`src/rtl/mult_div_unit.sv`:
```
// mult_div_unit: iterative signed 32-bit multiply/divide into hi/lo (in: clk, reset, start_mult, start_div, a, b; out: hi, lo, busy, done, divby0flag)
module mult_div_unit (
  input  logic        clk,
  input  logic        reset,
  input  logic        start_mult,
  input  logic        start_div,
  input  logic [31:0] a,
  input  logic [31:0] b,
  output logic [31:0] hi,
  output logic [31:0] lo,
  output logic        busy,
  output logic        done,
  output logic        divby0flag
);
  typedef enum logic [1:0] {IDLE, MULT, DIV, FIX} state_t;
  state_t      state;
  logic [4:0]  cnt;
  logic [63:0] acc;
  logic [31:0] m;
  logic        is_div, neg_q, neg_r;
  logic [31:0] abs_a, abs_b;
  logic [32:0] sum, trial;
  logic [63:0] prod;
  always_comb begin
    abs_a = a[31] ? -a : a;
    abs_b = b[31] ? -b : b;
    sum   = {1'b0, acc[63:32]} + (acc[0] ? {1'b0, m} : 33'd0);
    trial = acc[63:31] - {1'b0, m};
    prod  = neg_q ? -acc : acc;
  end
  always_ff @(posedge clk) begin
    if (reset) begin
      state      <= IDLE;
      cnt        <= 5'd0;
      acc        <= 64'd0;
      m          <= 32'd0;
      is_div     <= 1'b0;
      neg_q      <= 1'b0;
      neg_r      <= 1'b0;
      hi         <= 32'd0;
      lo         <= 32'd0;
      busy       <= 1'b0;
      done       <= 1'b0;
      divby0flag <= 1'b0;
    end else begin
      done       <= 1'b0;
      divby0flag <= 1'b0;
      case (state)
        IDLE: begin
          if (start_mult) begin
            acc    <= {32'd0, abs_b};
            m      <= abs_a;
            is_div <= 1'b0;
            neg_q  <= a[31] ^ b[31];
            neg_r  <= a[31];
            cnt    <= 5'd0;
            busy   <= 1'b1;
            state  <= MULT;
          end else if (start_div && b != 32'd0) begin
            acc    <= {32'd0, abs_a};
            m      <= abs_b;
            is_div <= 1'b1;
            neg_q  <= a[31] ^ b[31];
            neg_r  <= a[31];
            cnt    <= 5'd0;
            busy   <= 1'b1;
            state  <= DIV;
          end else if (start_div) begin
            divby0flag <= 1'b1;
          end
        end
        MULT: begin
          acc   <= {sum, acc[31:1]};
          cnt   <= cnt + 5'd1;
          state <= cnt == 5'd31 ? FIX : MULT;
        end
        DIV: begin
          acc   <= trial[32] ? {acc[62:0], 1'b0} : {trial[31:0], acc[30:0], 1'b1};
          cnt   <= cnt + 5'd1;
          state <= cnt == 5'd31 ? FIX : DIV;
        end
        FIX: begin
          hi    <= is_div ? (neg_r ? -acc[63:32] : acc[63:32]) : prod[63:32];
          lo    <= is_div ? (neg_q ? -acc[31:0] : acc[31:0]) : prod[31:0];
          done  <= 1'b1;
          busy  <= 1'b0;
          state <= IDLE;
        end
      endcase
    end
  end
endmodule

```
`config.mk`:
```
export PLATFORM = sky130hd
export DESIGN_NAME = mult_div_unit
export DESIGN_NICKNAME = d
export VERILOG_FILES = /design/src/rtl/mult_div_unit.sv
export SDC_FILE = /design/constraint.sdc
export NUM_CORES = 1
export LEC_CHECK = 0
export CELL_PAD_IN_SITES_DETAIL_PLACEMENT = 2
export CELL_PAD_IN_SITES_GLOBAL_PLACEMENT = 2
export CORE_MARGIN = 3
export CORE_UTILIZATION = 31
export DETAILED_ROUTE_END_ITERATION = 8
export GPL_ROUTABILITY_DRIVEN = 0
export PLACE_DENSITY = 0.89
export SETUP_SLACK_MARGIN = 0.05
export SLEW_MARGIN = 20
export SYNTH_ARGS = -nofsm -noshare
export SYNTH_HDL_FRONTEND = slang
export SYNTH_SLANG_ARGS = --single-unit
export TNS_END_PERCENT = 50
```
`constraint.sdc`:
```
create_clock -name clk -period 3.3 [get_ports clk]
set_input_delay 0.66 -clock clk [delete_from_list [all_inputs] [get_ports clk]]
set_output_delay 0.66 -clock clk [all_outputs]
set_load 0.005 [all_outputs]
```
==> metrics, run 1 <==
min cycle time layout 4.43 ns; CP required 3.69 ns; Yosys top cell by area dfxtp_1; CTS tree built; max-cap violation count 0; die height 223 µm; antenna-violating nets left 0; Hold Vio Cnt, Final 0; Critical Path Source Type register; Yosys Warn Count 0; Reg-to-Reg Start m[8]; global-route wire length before repair 158 mm; slew margin rel. 3.75%; Critical Path Stages 11; clock sink total 173; Slew Limit Fails 0; Die ar. 49700 µm²; Comb pwr share 58.2%; detailed-route wire length 129 mm; largest net degree at the start of global routing 96; sequential-to-total area share from yosys stat 23.7%; cell with the most instances after synthesis nand2_1; Switching Share 53.2%; DR iter-0 viols 3867; Worst VDD drop 638 µV; slowest CP cell nor3_1; wire per inst 43.9 µm; area delta synth->final 48.1%; Fill cells 4936; worst path cell trace inv_1 > ha_1 > a21oi_1 > o21ai_1 > a221oi_1 > or2_2 > a311o_1 > a21boi_1 > nor3_1 > nand3b_1 > a211oi_4; die span in x 223 µm; crit path max fanout 5; top cell type's share of synthesized area 23.7%; Synth Area per Inst 7.47 µm²; unrepaired setup endpoints after global routing true; FF-to-FF path depth 11; DRC Markers 0; Post-synth top cells nand2_1 (213), nor2_1 (211), dfxtp_1 (173); CP top delay family simple AND/OR/NAND/NOR gates; outcome finished with violations; clk_skew 0.0320 ns; IO Count 135; hold_sp lo[24]; clock network fraction of total power 18.1%; Hold WS 0.523 ns; drt first pass iters 6; Cells after Synth 1954; Static Leak 8.50 nW; Async SR Flop Fraction 0%; Bufs and invs on worst path 1; Register-to-Register Setup Slack -1.13 ns; vias in the first global route 21.9k; Synth Flop Type dfxtp_1; Internal 0.00608 W; R2R Path End acc[59]; Initial Util 31.8%; period utilization 134%; Synth area leaders dfxtp_1 (24%), ha_1 (6.4%), nand2_1 (5.5%); failing checks setup timing; Psw 0.00691 W; Tot GR Track Use 42.6%; Cell variety after synth 96; Hold Path Class register to register; Seq cells post-synth 173; sequential power share 23.6%; antenna violations before repair 9; PwrDens 601 nW/µm²; synthesized cell area 14600 µm²; syn nets 2099; CTS Hold Bufs 0; vias after detailed routing 21.7k; Detail Placement HPWL 62.7 mm; Row Count 78; actual slew at the worst max-slew pin 1.43 ns; setup ws final -1.13 ns; Post-Place Cells 2806; CTS root buffer clkbuf_16; layout net count 2466; H-Tree Depth 4; PortBufs 134; TritonCTS Buffers 17; FMAX 226 MHz; fin cells 2937; CP max stage delay 1.09 ns; Via-to-Cell Ratio 7.40; Critical path origin m[8]; Worst Hold Path Cells 2; endpoints failing setup 73; clk_lat worst skew 0.54 ns; maximum clock insertion buffer count 2; worst setup path end acc[59]; core area 46000 µm²; Crit Path Class register to register; WP data arrival 4.82 ns; CP endpoint kind register; layout cells sized above 1 29.1%; clock-pin slew on the worst setup and hold paths 0.09 ns; Post-synth EDFFs 0; grt total ovfl 0
[metal layers]
metal  vias to the layer above  global-route usage (%)  part of all wire (%)
met4                         6                    34.6                    10
met3                       975                    14.5                    13
met1                     10500                    46.2                    34
li1                       7854                       -                     -
met2                      2435                    67.5                    43
met5                         -                  0.0978                 0.063
[worst min-delay path by stage]
stage and to:
5_1_grt m[29], 3_3_place_gp hi[24], 6_report lo[24], 2_1_floorplan m[19], 4_1_cts m[18], 3_5_place_dp hi[24]
[state kept, by name, indices dropped and copies added (netlist names)]
name        cells
cnt             5
lo             32
acc            64
neg_q           1
divby0flag      1
state           2
neg_r           1
done            1
is_div          1
busy            1
m              32
hi             32
[tightest hold or removal path: cells and delay by family, from the launching register on]
kind            cells  cell delay [ns]
flops               1             0.32
compound gates      1             0.06
simple gates        1             0.10
[cells in the final DEF (no fill, tap or decap), drive strengths merged, types with 21 or more instances in the layout]
| cell type | synthesis | layout |
|---|---|---|
| xor2 | 79 | 79 |
| clkbuf | 107 | 21 |
| o31ai | 36 | 36 |
| nor3 | 45 | 45 |
| a211oi | 75 | 75 |
| xnor2 | 76 | 76 |
| nor2 | 216 | 216 |
| mux2i | 40 | 40 |
| a21o | 30 | 30 |
| buf | 30 | 352 |
| o211ai | 25 | 25 |
| dfxtp | 173 | 173 |
| a221oi | 26 | 26 |
| a21oi | 143 | 143 |
| or3 | 25 | 25 |
| ha | 75 | 75 |
| inv | 67 | 72 |
| nand2 | 214 | 214 |
| a21boi | 30 | 30 |
| clkdlybuf4s50 | 0 | 124 |
| o21ai | 109 | 109 |
| nand3 | 36 | 36 |
[cell type report]
class	count	area [µm²]	share of cell area [%]
timing repair buffer	485	4460	20.6
clock inverter	12	145	0.671
tap	600	751	3.47
inverter	67	270	1.25
sequential	173	3490	16.2
clock buffer	20	447	2.07
antenna	3	7.51	0.0347
multi-input combinational	1577	12100	55.7
[power by group through the flow]
| stage | Combinational, W | Sequential [W] | Clock [W] |
|---|---|---|---|
| 3_3_place_gp | 0.00481 | 0.00286 | 0 |
| 4_1_cts | 0.00604 | 0.00293 | 0.00223 |
| 3_5_place_dp | 0.00532 | 0.00293 | 0 |
| 2_1_floorplan | 0.00313 | 0.00270 | 0 |
| 5_1_grt | 0.00753 | 0.00306 | 0.00239 |
| 6_report | 0.00757 | 0.00307 | 0.00236 |
[metrics by stage]
stage	total power (W)	setup slack, ns	area, µm²	util (%)	setup TNS, ns
2_1_floorplan	0.00583	0.0612	14600	-	0
3_3_place_gp	0.00767	-0.316	18200	39.5	-17.66
3_5_place_dp	0.00825	-0.591	18200	39.5	-34.71
4_1_cts	0.0112	-0.349	20300	44.1	-4.53
5_1_grt	0.0130	-1.04	21600	47.0	-25.31
6_report	0.0130	-1.13	21600	47.0	-27.76
[logic make-up (layout without fill, tap and decap cells)]
kind of cell | count (synthesis) | after routing | synth area share, %
AOI/OAI and AO/OA | 629 | 629 | 29.9
xor gates and xnor gates | 155 | 155 | 9.30
adders and majority gates | 77 | 77 | 6.70
buffers and inverters | 204 | 584 | 5.71
DFF | 173 | 173 | 23.7
muxes | 43 | 43 | 2.97
other | 0 | 3 | 0
and+or+nand+nor | 673 | 673 | 21.7
[what timing repair did]
item,4_1_cts,5_1_grt
pin swaps,92,108
gates resized for setup,232,223
endpoints found under the hold margin,0,0
endpoints found under the setup margin,51,109
setup buffers,48,51
cloned,4,1
(Power assumes the default switching activity.)
==> inputs of run 2 (changes only) <==
ABC_AREA = 1   (was default)
CORE_UTILIZATION = 28   (was 31)
PLACE_DENSITY = 0.88   (was 0.89)
==> metrics, run 2 <==
layout cells sized above 1 6.02% (was 29.1%); Detail Placement HPWL 75.9 mm (was 62.7 mm); clock network fraction of total power 24.6% (was 18.1%); hold_sp cnt[4] (was lo[24]); clock-pin slew on the worst setup and hold paths 0.10 ns (was 0.09 ns); WP data arrival 3.82 ns (was 4.82 ns); Cell variety after synth 50 (was 96); Seq cells post-synth 173 (unchanged); clk_skew 0.0277 ns (was 0.0320 ns); Static Leak 10.0 nW (was 8.50 nW); setup ws final -0.156 ns (was -1.13 ns); Post-Synth Simple-Gate Area 39.3% (was 21.7%); fin cells 4039 (was 2937); Die ar. 65400 µm² (was 49700 µm²); commonest cells after routing, fill and taps aside nand2_1 (913), inv_1 (383), nor2_1 (327) (was buf_4 (294), nand2_1 (205), nor2_1 (194)); largest family of logic cells by synthesized area simple AND/OR/NAND/NOR gates (was compound AO/OA/AOI/OAI gates); Reg-to-Reg Start acc[32] (was m[8]); grt total ovfl 0 (unchanged); Hold Vio Cnt, Final 0 (unchanged); die span in x 256 µm (was 223 µm); Post-Place Cells 3997 (was 2806); antenna-violating nets left 0 (unchanged); endpoints failing setup 8 (was 73); synthesized-area fraction occupied by adder cells 5.61% (was 6.70%); Crit Path Class register to register (unchanged); Hold Path Class register to register (unchanged); DRC Markers 0 (unchanged); xor/xnor share of the synthesized area 5.52% (was 9.30%); clk_lat worst skew 0.52 ns (was 0.54 ns); Synth Area per Inst 5.65 µm² (was 7.47 µm²); R2R Path End acc[43] (was acc[59]); Psw 0.00474 W (was 0.00691 W); vias in the first global route 25.0k (was 21.9k); Register-to-Register Setup Slack -0.16 ns (was -1.13 ns); Cell Area, Placed 19900 µm² (was 18200 µm²); Comb pwr share 46.4% (was 58.2%); Tot GR Track Use 30.0% (was 42.6%); Async SR Flop Fraction 0% (unchanged); synthesized cell area 17500 µm² (was 14600 µm²); drt first pass iters 5 (was 6); CP required 3.66 ns (was 3.69 ns); period utilization 105% (was 134%); Synth area leaders dfxtp_1 (20%), nand2_1 (20%), inv_1 (8.3%) (was dfxtp_1 (24%), ha_1 (6.4%), nand2_1 (5.5%)); Slew Limit Fails 0 (unchanged); CTS root buffer clkbuf_16 (unchanged); PortBufs 134 (unchanged); detailed-route wire length 116 mm (was 129 mm); failing checks setup timing (unchanged); most common cell after layout, fill and taps aside nand2_1 (was buf_4); IO Count 135 (unchanged); Initial Util 28.6% (was 31.8%); crit path max fanout 22 (was 5); Yosys top cell by area dfxtp_1 (unchanged); CTS Hold Bufs 0 (unchanged); FMAX 289 MHz (was 226 MHz); setup TNS -0.341 ns (was -27.76 ns); Post-synth top cells nand2_1 (913), inv_1 (384), nor2_1 (327) (was nand2_1 (213), nor2_1 (211), dfxtp_1 (173)); Critical Path Source Type register (unchanged); Internal 0.00447 W (was 0.00608 W); unrepaired setup endpoints after global routing true (unchanged); global-route wire length before repair 153 mm (was 158 mm); actual slew at the worst max-slew pin 1.00 ns (was 1.43 ns); syn nets 3232 (was 2099); Hold WS 0.526 ns (was 0.523 ns); die height 256 µm (was 223 µm); max-cap violation count 0 (unchanged); top cell type's share of synthesized area 19.8% (was 23.7%); CTS tree built (unchanged); Post-synth EDFFs 0 (unchanged); final core utilization 33.8% (was 47.0%); Post-Layout Inst Area 20600 µm² (was 21600 µm²); CP endpoint kind register (unchanged); Worst VDD drop 380 µV (was 638 µV); core area 61000 µm² (was 46000 µm²); Switching Share 51.5% (was 53.2%); Biggest register acc (unchanged); min cycle time layout 3.46 ns (was 4.43 ns); slew margin rel. 33.1% (was 3.75%); Worst Hold Path Cells 2 (unchanged); maximum clock insertion buffer count 2 (unchanged); sequential power share 29.0% (was 23.6%); vias after detailed routing 24.2k (was 21.7k); Largest register FFs 64 (unchanged); Row Count 90 (was 78); H-Tree Depth 4 (unchanged); Yosys Warn Count 0 (unchanged); TritonCTS Buffers 17 (unchanged); layout net count 3340 (was 2466); FF-to-FF path depth 18 (was 11); Worst Hold Endpoint cnt[4] (was lo[24]); Synth Flop Type dfxtp_1 (unchanged); DR iter-0 viols 2488 (was 3867); outcome finished with violations (unchanged); clock sink total 173 (unchanged); sequential-to-total area share from yosys stat 19.8% (was 23.7%); Cells after Synth 3087 (was 1954); antenna violations before repair 4 (was 9); PwrDens 447 nW/µm² (was 601 nW/µm²); cell with the most instances after synthesis nand2_1 (unchanged); Synth Area in Compound Gates 18.2% (was 29.9%); post-synthesis mux area share 0% (was 2.97%); Via-to-Cell Ratio 5.99 (was 7.40); Fill cells 7615 (was 4936); area delta synth->final 18.2% (was 48.1%); wire per inst 28.8 µm (was 43.9 µm); largest net degree at the start of global routing 62 (was 96)
[run 2: cell count changes after synthesis, sizes merged, moves of 25 or more]
cell	before	now
nand2	214	936
o31ai	36	4
nor2	216	334
inv	67	391
o21ai	109	226
or3	25	0
a211oi	75	6
a21oi	143	249
xnor2	76	21
nand3	36	252
a21boi	30	0
mux2i	40	0
[run 2: how the worst max path moves through the flow]
stage | end | slack, ns | start
2_1_floorplan | acc[52] | 0.84 | acc[31]
3_3_place_gp | acc[16] | 0.14 | a[0]
3_5_place_dp | m[20] | 0.002 | a[0]
4_1_cts | acc[49] | 0.08 | acc[53]
5_1_grt | acc[8] | -0.22 | b[1]
6_report | acc[43] | -0.16 | acc[32]
[run 2: power groups by stage]
stage / logic [W] / registers, W / clock network [W]
2_1_floorplan: 0.00233 / 0.00248 / 0
3_3_place_gp: 0.00354 / 0.00263 / 0
3_5_place_dp: 0.00375 / 0.00265 / 0
4_1_cts: 0.00391 / 0.00261 / 0.00217
5_1_grt: 0.00448 / 0.00267 / 0.00232
6_report: 0.00427 / 0.00267 / 0.00227
[run 2: logic make-up after synthesis]
logic type	count (synthesis)
AO/OA/AOI/OAI	574
buffers and inverters	518
adder cells (fa/ha/maj)	77
XOR/XNOR	110
flip-flops	173
AND/OR/NAND/NOR	1635
[run 2: per-stage QoR]
stage,power [W],worst slack (ns)
3_5_place_dp,0.00640,0.00187
5_1_grt,0.00947,-0.224
4_1_cts,0.00870,0.0779
2_1_floorplan,0.00482,0.838
3_3_place_gp,0.00617,0.136
6_report,0.00921,-0.156
[run 2: repair_timing]
item                                    4_1_cts  5_1_grt
endpoints found under the setup margin        0       22
resized for setup                             0       13
setup buffers                                 0        7
[run 2: area by class of cell]
type / count / area (µm²) / share of cell area, %
Antenna cell: 3 / 7.51 / 0.0364
Inverter: 396 / 1490 / 7.21
Sequential cell: 173 / 3470 / 16.8
Clock buffer: 18 / 439 / 2.13
Multi-Input combinational cell: 2396 / 12000 / 58.3
Tap cell: 828 / 1040 / 5.02
Timing Repair Buffer: 211 / 2000 / 9.70
Clock inverter: 14 / 150 / 0.728
[run 2: critical path, stage by stage, from the launching register on]
cell and delay [ns]:
dfxtp_1 0.56, inv_1 0.19, fa_1 0.59, inv_1 0.15, nand2_1 0.06, nand2_1 0.09
nand3_2 0.09, nand2_4 0.09, nand2_4 0.05, nand2_4 0.07, nand2_4 0.09, nand3_4 0.21
nand2_4 0.15, buf_12 0.20, nand2_1 0.09, nand3_1 0.10, nand2_1 0.10, nand2_1 0.06
a21oi_1 0.34
[run 2: layer usage]
| layer | wire length [µm] | GRT usage, % | up-vias |
|---|---|---|---|
| li1 | - | - | 10200 |
| met1 | 42200 | 34.7 | 11800 |
| met2 | 53300 | 51.4 | 1502 |
| met3 | 8890 | 4.14 | 650 |
| met4 | 11800 | 20.2 | 4 |
| met5 | 49 | 0 | - |
